### config.mk
export PLATFORM = sky130hd
export DESIGN_NAME = time_set_ctrl
export DESIGN_NICKNAME = d
export VERILOG_FILES = /design/src/rtl/time_set_ctrl.sv
export SDC_FILE = /design/constraint.sdc
export NUM_CORES = 1
export LEC_CHECK = 0
export CORE_UTILIZATION = 50
export CTS_CLUSTER_DIAMETER = 150
export DETAILED_ROUTE_END_ITERATION = 8
export GPL_TIMING_DRIVEN = 0
export PLACE_DENSITY = 0.85
export SYNTH_ARGS = -nofsm -noshare
export SYNTH_HDL_FRONTEND = slang
export SYNTH_SLANG_ARGS = --single-unit
### constraint.sdc
create_clock -name clk -period 3 [get_ports clk]
set_input_delay 0.6 -clock clk [delete_from_list [all_inputs] [get_ports clk]]
set_output_delay 0.6 -clock clk [all_outputs]
set_load 0.02 [all_outputs]
### src/rtl/time_set_ctrl.sv
// Time-setting controller for an HH:MM:SS clock: freezes the counters and edits
// shadow copies of the fields, then loads them back. Optional blink via SET_BLINK_EN.
module time_set_ctrl #(
    parameter int WIDTH     = 8,
    parameter int HR_LIMIT  = 23,
    parameter int MIN_LIMIT = 59
) (
    input  logic             clk,
    input  logic             rst_n,
    input  logic             tick,
    input  logic             mode_btn,
    input  logic             inc_btn,
    input  logic [WIDTH-1:0] q_hr,
    input  logic [WIDTH-1:0] q_min,
    input  logic [WIDTH-1:0] q_sec,
    output logic             count_en,
    output logic             load_en,
    output logic [WIDTH-1:0] ld_hr,
    output logic [WIDTH-1:0] ld_min,
    output logic [WIDTH-1:0] ld_sec,
    output logic [1:0]       sel,
    output logic             blink
);

    typedef enum logic [2:0] {
        RUN     = 3'd0,
        SET_HR  = 3'd1,
        SET_MIN = 3'd2,
        SET_SEC = 3'd3,
        LOAD    = 3'd4
    } state_t;

    localparam logic [WIDTH-1:0] HR_MAX  = WIDTH'(HR_LIMIT);
    localparam logic [WIDTH-1:0] MIN_MAX = WIDTH'(MIN_LIMIT);
    localparam logic [WIDTH-1:0] ONE     = WIDTH'(1);

    state_t           state_q, state_d;
    logic [WIDTH-1:0] sh_hr_q, sh_hr_d;
    logic [WIDTH-1:0] sh_min_q, sh_min_d;
    logic [WIDTH-1:0] sh_sec_q, sh_sec_d;
    logic             in_set;

    function automatic logic [WIDTH-1:0] wrap_inc(input logic [WIDTH-1:0] v,
                                                  input logic [WIDTH-1:0] lim);
        return (v == lim) ? '0 : v + ONE;
    endfunction

    assign in_set = (state_q == SET_HR) || (state_q == SET_MIN) || (state_q == SET_SEC);

    // mode_btn is tested before inc_btn in every SET state, so a simultaneous
    // inc_btn is dropped rather than applied to the field being left.
    always_comb begin
        // NOTE: every combinational output gets a default first so no latch is inferred.
        state_d  = state_q;
        sh_hr_d  = sh_hr_q;
        sh_min_d = sh_min_q;
        sh_sec_d = sh_sec_q;
        unique case (state_q)
            RUN: begin
                if (mode_btn) begin
                    state_d  = SET_HR;
                    sh_hr_d  = q_hr;
                    sh_min_d = q_min;
                    sh_sec_d = q_sec;
                end
            end
            SET_HR: begin
                if (mode_btn)     state_d = SET_MIN;
                else if (inc_btn) sh_hr_d = wrap_inc(sh_hr_q, HR_MAX);
            end
            SET_MIN: begin
                if (mode_btn)     state_d  = SET_SEC;
                else if (inc_btn) sh_min_d = wrap_inc(sh_min_q, MIN_MAX);
            end
            SET_SEC: begin
                if (mode_btn)     state_d  = LOAD;
                else if (inc_btn) sh_sec_d = wrap_inc(sh_sec_q, MIN_MAX);
            end
            LOAD:    state_d = RUN;
            default: state_d = RUN;
        endcase
    end

    always_ff @(posedge clk) begin
        // NOTE: sequential state uses non-blocking assignments only.
        if (!rst_n) begin
            state_q  <= RUN;
            sh_hr_q  <= '0;
            sh_min_q <= '0;
            sh_sec_q <= '0;
        end else begin
            state_q  <= state_d;
            sh_hr_q  <= sh_hr_d;
            sh_min_q <= sh_min_d;
            sh_sec_q <= sh_sec_d;
        end
    end

`ifdef SET_BLINK_EN
    logic phase_q, phase_d;

    always_comb begin
        phase_d = phase_q;
        if (state_q == RUN || (state_d == SET_HR && state_q != SET_HR)) phase_d = 1'b0;
        else if (in_set && tick)                                     phase_d = ~phase_q;
    end

    always_ff @(posedge clk) begin
        if (!rst_n) phase_q <= 1'b0;
        else        phase_q <= phase_d;
    end

    assign blink = rst_n && in_set && phase_q;
`else
    assign blink = 1'b0;
`endif

    // Reset is synchronous, so outputs are gated by rst_n to stay quiet
    // before the first reset edge has cleaned up the registers.
    always_comb begin
        count_en = 1'b0;
        load_en  = 1'b0;
        ld_hr    = '0;
        ld_min   = '0;
        ld_sec   = '0;
        sel      = 2'd0;
        if (rst_n) begin
            count_en = tick && (state_q == RUN);
            load_en  = (state_q == LOAD);
            ld_hr    = sh_hr_q;
            ld_min   = sh_min_q;
            ld_sec   = sh_sec_q;
            unique case (state_q)
                SET_HR:  sel = 2'd1;
                SET_MIN: sel = 2'd2;
                SET_SEC: sel = 2'd3;
                default: sel = 2'd0;
            endcase
        end
    end

endmodule

==> impl_results.md <==
- Die ar.: 0.003992 mm²
- Status: completed
- Final hold vios: 0
- Final setup fails: 0
- WL per Instance: between 10 and 15 µm
- Fin nets: 340
- EDFF count, synth: 0
- CP Max Fanout: 10
- Crit Path Category: input port to output pin
- Power Density: about 360 mW/mm²
- Internal: around 0.62 mW
- Async SR Flop Fraction: 0
- Dominant synthesized flop cell: dfxtp_1
- DR vias/cell: 5.938
- Final setup margin: ~0.13 ns
- Cells after Synth: 247
- Clk slew on worst S/H paths: approximately 0.09 ns
- Resize count post-CTS: 2
- Die extent in x: 63.19 µm
- Routed WL: 5122 µm
- Fmax: 0.3478 GHz
- Post-DRT Antenna Nets: 0
- Layout cell share with drive strength beyond 1: 0.08143
- Sequential share of power: 0.466
- Routability cong.: 0.8700
- Setup crit end kind: output pin
- Initial Utilization: 0.5397
- Slew Viols, Final: 0
- Most common cell after layout, fill and taps aside: clkdlybuf4s50_1
- P&R area growth vs syn: 35.63%
- Post-synthesis sequential area ratio: 0.2888
- CTS buffer count: 3
- GR Overflow Total: 0
- Avg Cell Area, Syn: 7.578 µm²
- Tightest Hold Check Type: register to register
- Vias: between 2,000 and 2,500
- Tcrit/Tclk final: 0.9583
- Root buffer cell: clkbuf_8
- Die Y-Extent: 63.19 µm
- Syn Std Cell Area: 0.001872 mm²
- Max H-tree Level: 1
- P_leak: 0.9854 nW
- Pre-CTS setup slack: -0.08267 ns
- Clock Sinks: 27
- Clk pwr share: 0.225
- Final HPWL DP: approximately 3800 µm
- CTS tree: yes
- Rel. slew slack: 0.6077
- Shortest period the worst path allows: 2.875 ns
- Initial DRC Count: 180
- Commonest cells after routing, fill and taps aside: 56 x clkdlybuf4s50_1, 27 x dfxtp_1, 25 x nand2_1, 25 x a21oi_1, 15 x nor2_1
- GRT Overall Usage: 0.2679
- Skew final: 0.001276 ns
- Library cells used by synthesis: 60
- YS warnings: 0
- Residual DRC: 0
- Largest net degree at the start of global routing: 15
- WP data required: 2.40 ns
- Net Count, Synth: 279
- Worst Tran Pin Value: 0.5872 ns
- Power Total: 0.9230 mW
- Vias in the first global route: 1,881
- PortBufs: 56
- RSZ-0062 raised after global routing: false
- First-pass GRT wire length: roughly 8700 µm
- Core footprint: 0.003468 mm²
- Startpoint Class: input port
- WP data arrival: around 2.3 ns
- Clock latency on the worst-skew pair: 0.27 ns
- Psw: between 0.3 and 0.4 mW
- Sw frac: 0.3263
- Maximum vdd drop: 179.1 µV
- Core Rows: 21
- DR pass1 iterations: 5
- Share of total power in combinational logic: 0.309
- Initial antenna violation count: 0
- IO Count: 58
- Post-CTS Setup Bufs: 0
- MaxCap Viol Count: 0
- FILL cells: between 300 and 400
- Synthesized flop and latch total: 27
- Clk buf depth: 2
- Hold_buf cts: 0
- Antenna diode count: 0
[worst paths after layout]
kind / slack [ns] / start / end / cells after the start
max: 0.13 / rst_n / ld_sec[0] / 5
min: 0.52 / sh_hr_q[7] / sh_hr_q[7] / 2
min reg2reg: 0.52 / sh_hr_q[7] / sh_hr_q[7] / 2
max reg2reg: 1.09 / sh_min_q[1] / sh_min_q[0] / 5
[power by group through the flow]
stage	clock network [mW]	logic [mW]	registers, mW
3_3_place_gp	0	0.277	0.436
3_5_place_dp	0	0.282	0.437
6_report	0.208	0.285	0.430
4_1_cts	0.212	0.284	0.429
2_1_floorplan	0	0.175	0.426
5_1_grt	0.228	0.311	0.436
[state kept, by name, summed over array words and instances, names as in the netlist]
register	count
sh_hr_q	8
sh_min_q	8
sh_sec_q	8
state_q	3
[cells by family after synthesis]
logic type               share of synthesized area
AO/OA/AOI/OAI                               0.3088
XOR/XNOR                                  0.004680
adder cells (fa/ha/maj)                    0.02006
buffers and inverters                      0.07287
flip-flops                                  0.2888
other                                     0.002003
AND/OR/NAND/NOR                             0.3028
[layer usage]
metal,vias to the layer above,share of wire,global-route usage
met2,94,0.46,0.4194
met4,0,0.019,0.1023
li1,1028,-,-
met1,964,0.46,0.3816
met5,-,0,0
met3,10,0.064,0.01812
[critical path: stages]
cell and delay, ns:
clkdlybuf4s50_1 0.46, inv_2 0.15, clkbuf_1 0.40, nor2_1 0.11
clkdlybuf4s50_1 0.55
[Yosys cell counts (all sizes together), types with 2 or more instances]
library cell | number | area share
and3 | 5 | 0.017
o31ai | 2 | 0.0080
a211oi | 6 | 0.029
nand2b | 4 | 0.013
a22oi | 2 | 0.0080
ha | 3 | 0.020
o211ai | 2 | 0.0080
o22ai | 7 | 0.023
and4 | 2 | 0.0094
and3b | 2 | 0.0094
nand2 | 25 | 0.050
buf | 7 | 0.027
nor4b | 3 | 0.017
nand3b | 2 | 0.0080
inv | 16 | 0.032
dfxtp | 27 | 0.29
and2 | 12 | 0.040
a221oi | 5 | 0.030
nand4 | 2 | 0.0067
clkbuf | 7 | 0.014
o21bai | 2 | 0.0080
or3b | 3 | 0.014
o32ai | 2 | 0.0094
nor2 | 15 | 0.030
a21oi | 25 | 0.067
nor3b | 3 | 0.015
nor3 | 6 | 0.016
nand3 | 11 | 0.029
o21ai | 16 | 0.043
[layout make-up]
type | instances | area, µm² | area share
multi-input combinational | 190 | 1195 | 0.4707
buffer | 14 | 80.08 | 0.03154
sequential | 27 | 540.5 | 0.2129
timing repair buffer | 56 | 560.5 | 0.2208
tap | 46 | 57.56 | 0.02267
clock buffer | 4 | 45.04 | 0.01774
inverter | 16 | 60.06 | 0.02366
[per-stage QoR]
step	utilization	hold WS [ns]	cell area [µm²]	std cells	TNS, ns
floorplan	-	0.4711	1872	247	0
global placement	0.7179	0.5045	2490	349	-0.1340
detailed placement	0.7179	0.5103	2490	349	-0.2197
CTS	0.7316	0.5240	2537	353	0
global route	0.7320	0.5514	2539	353	0
finish	0.7320	0.5237	2539	353	0
No activity file was read; power rests on OpenSTA's default activity.
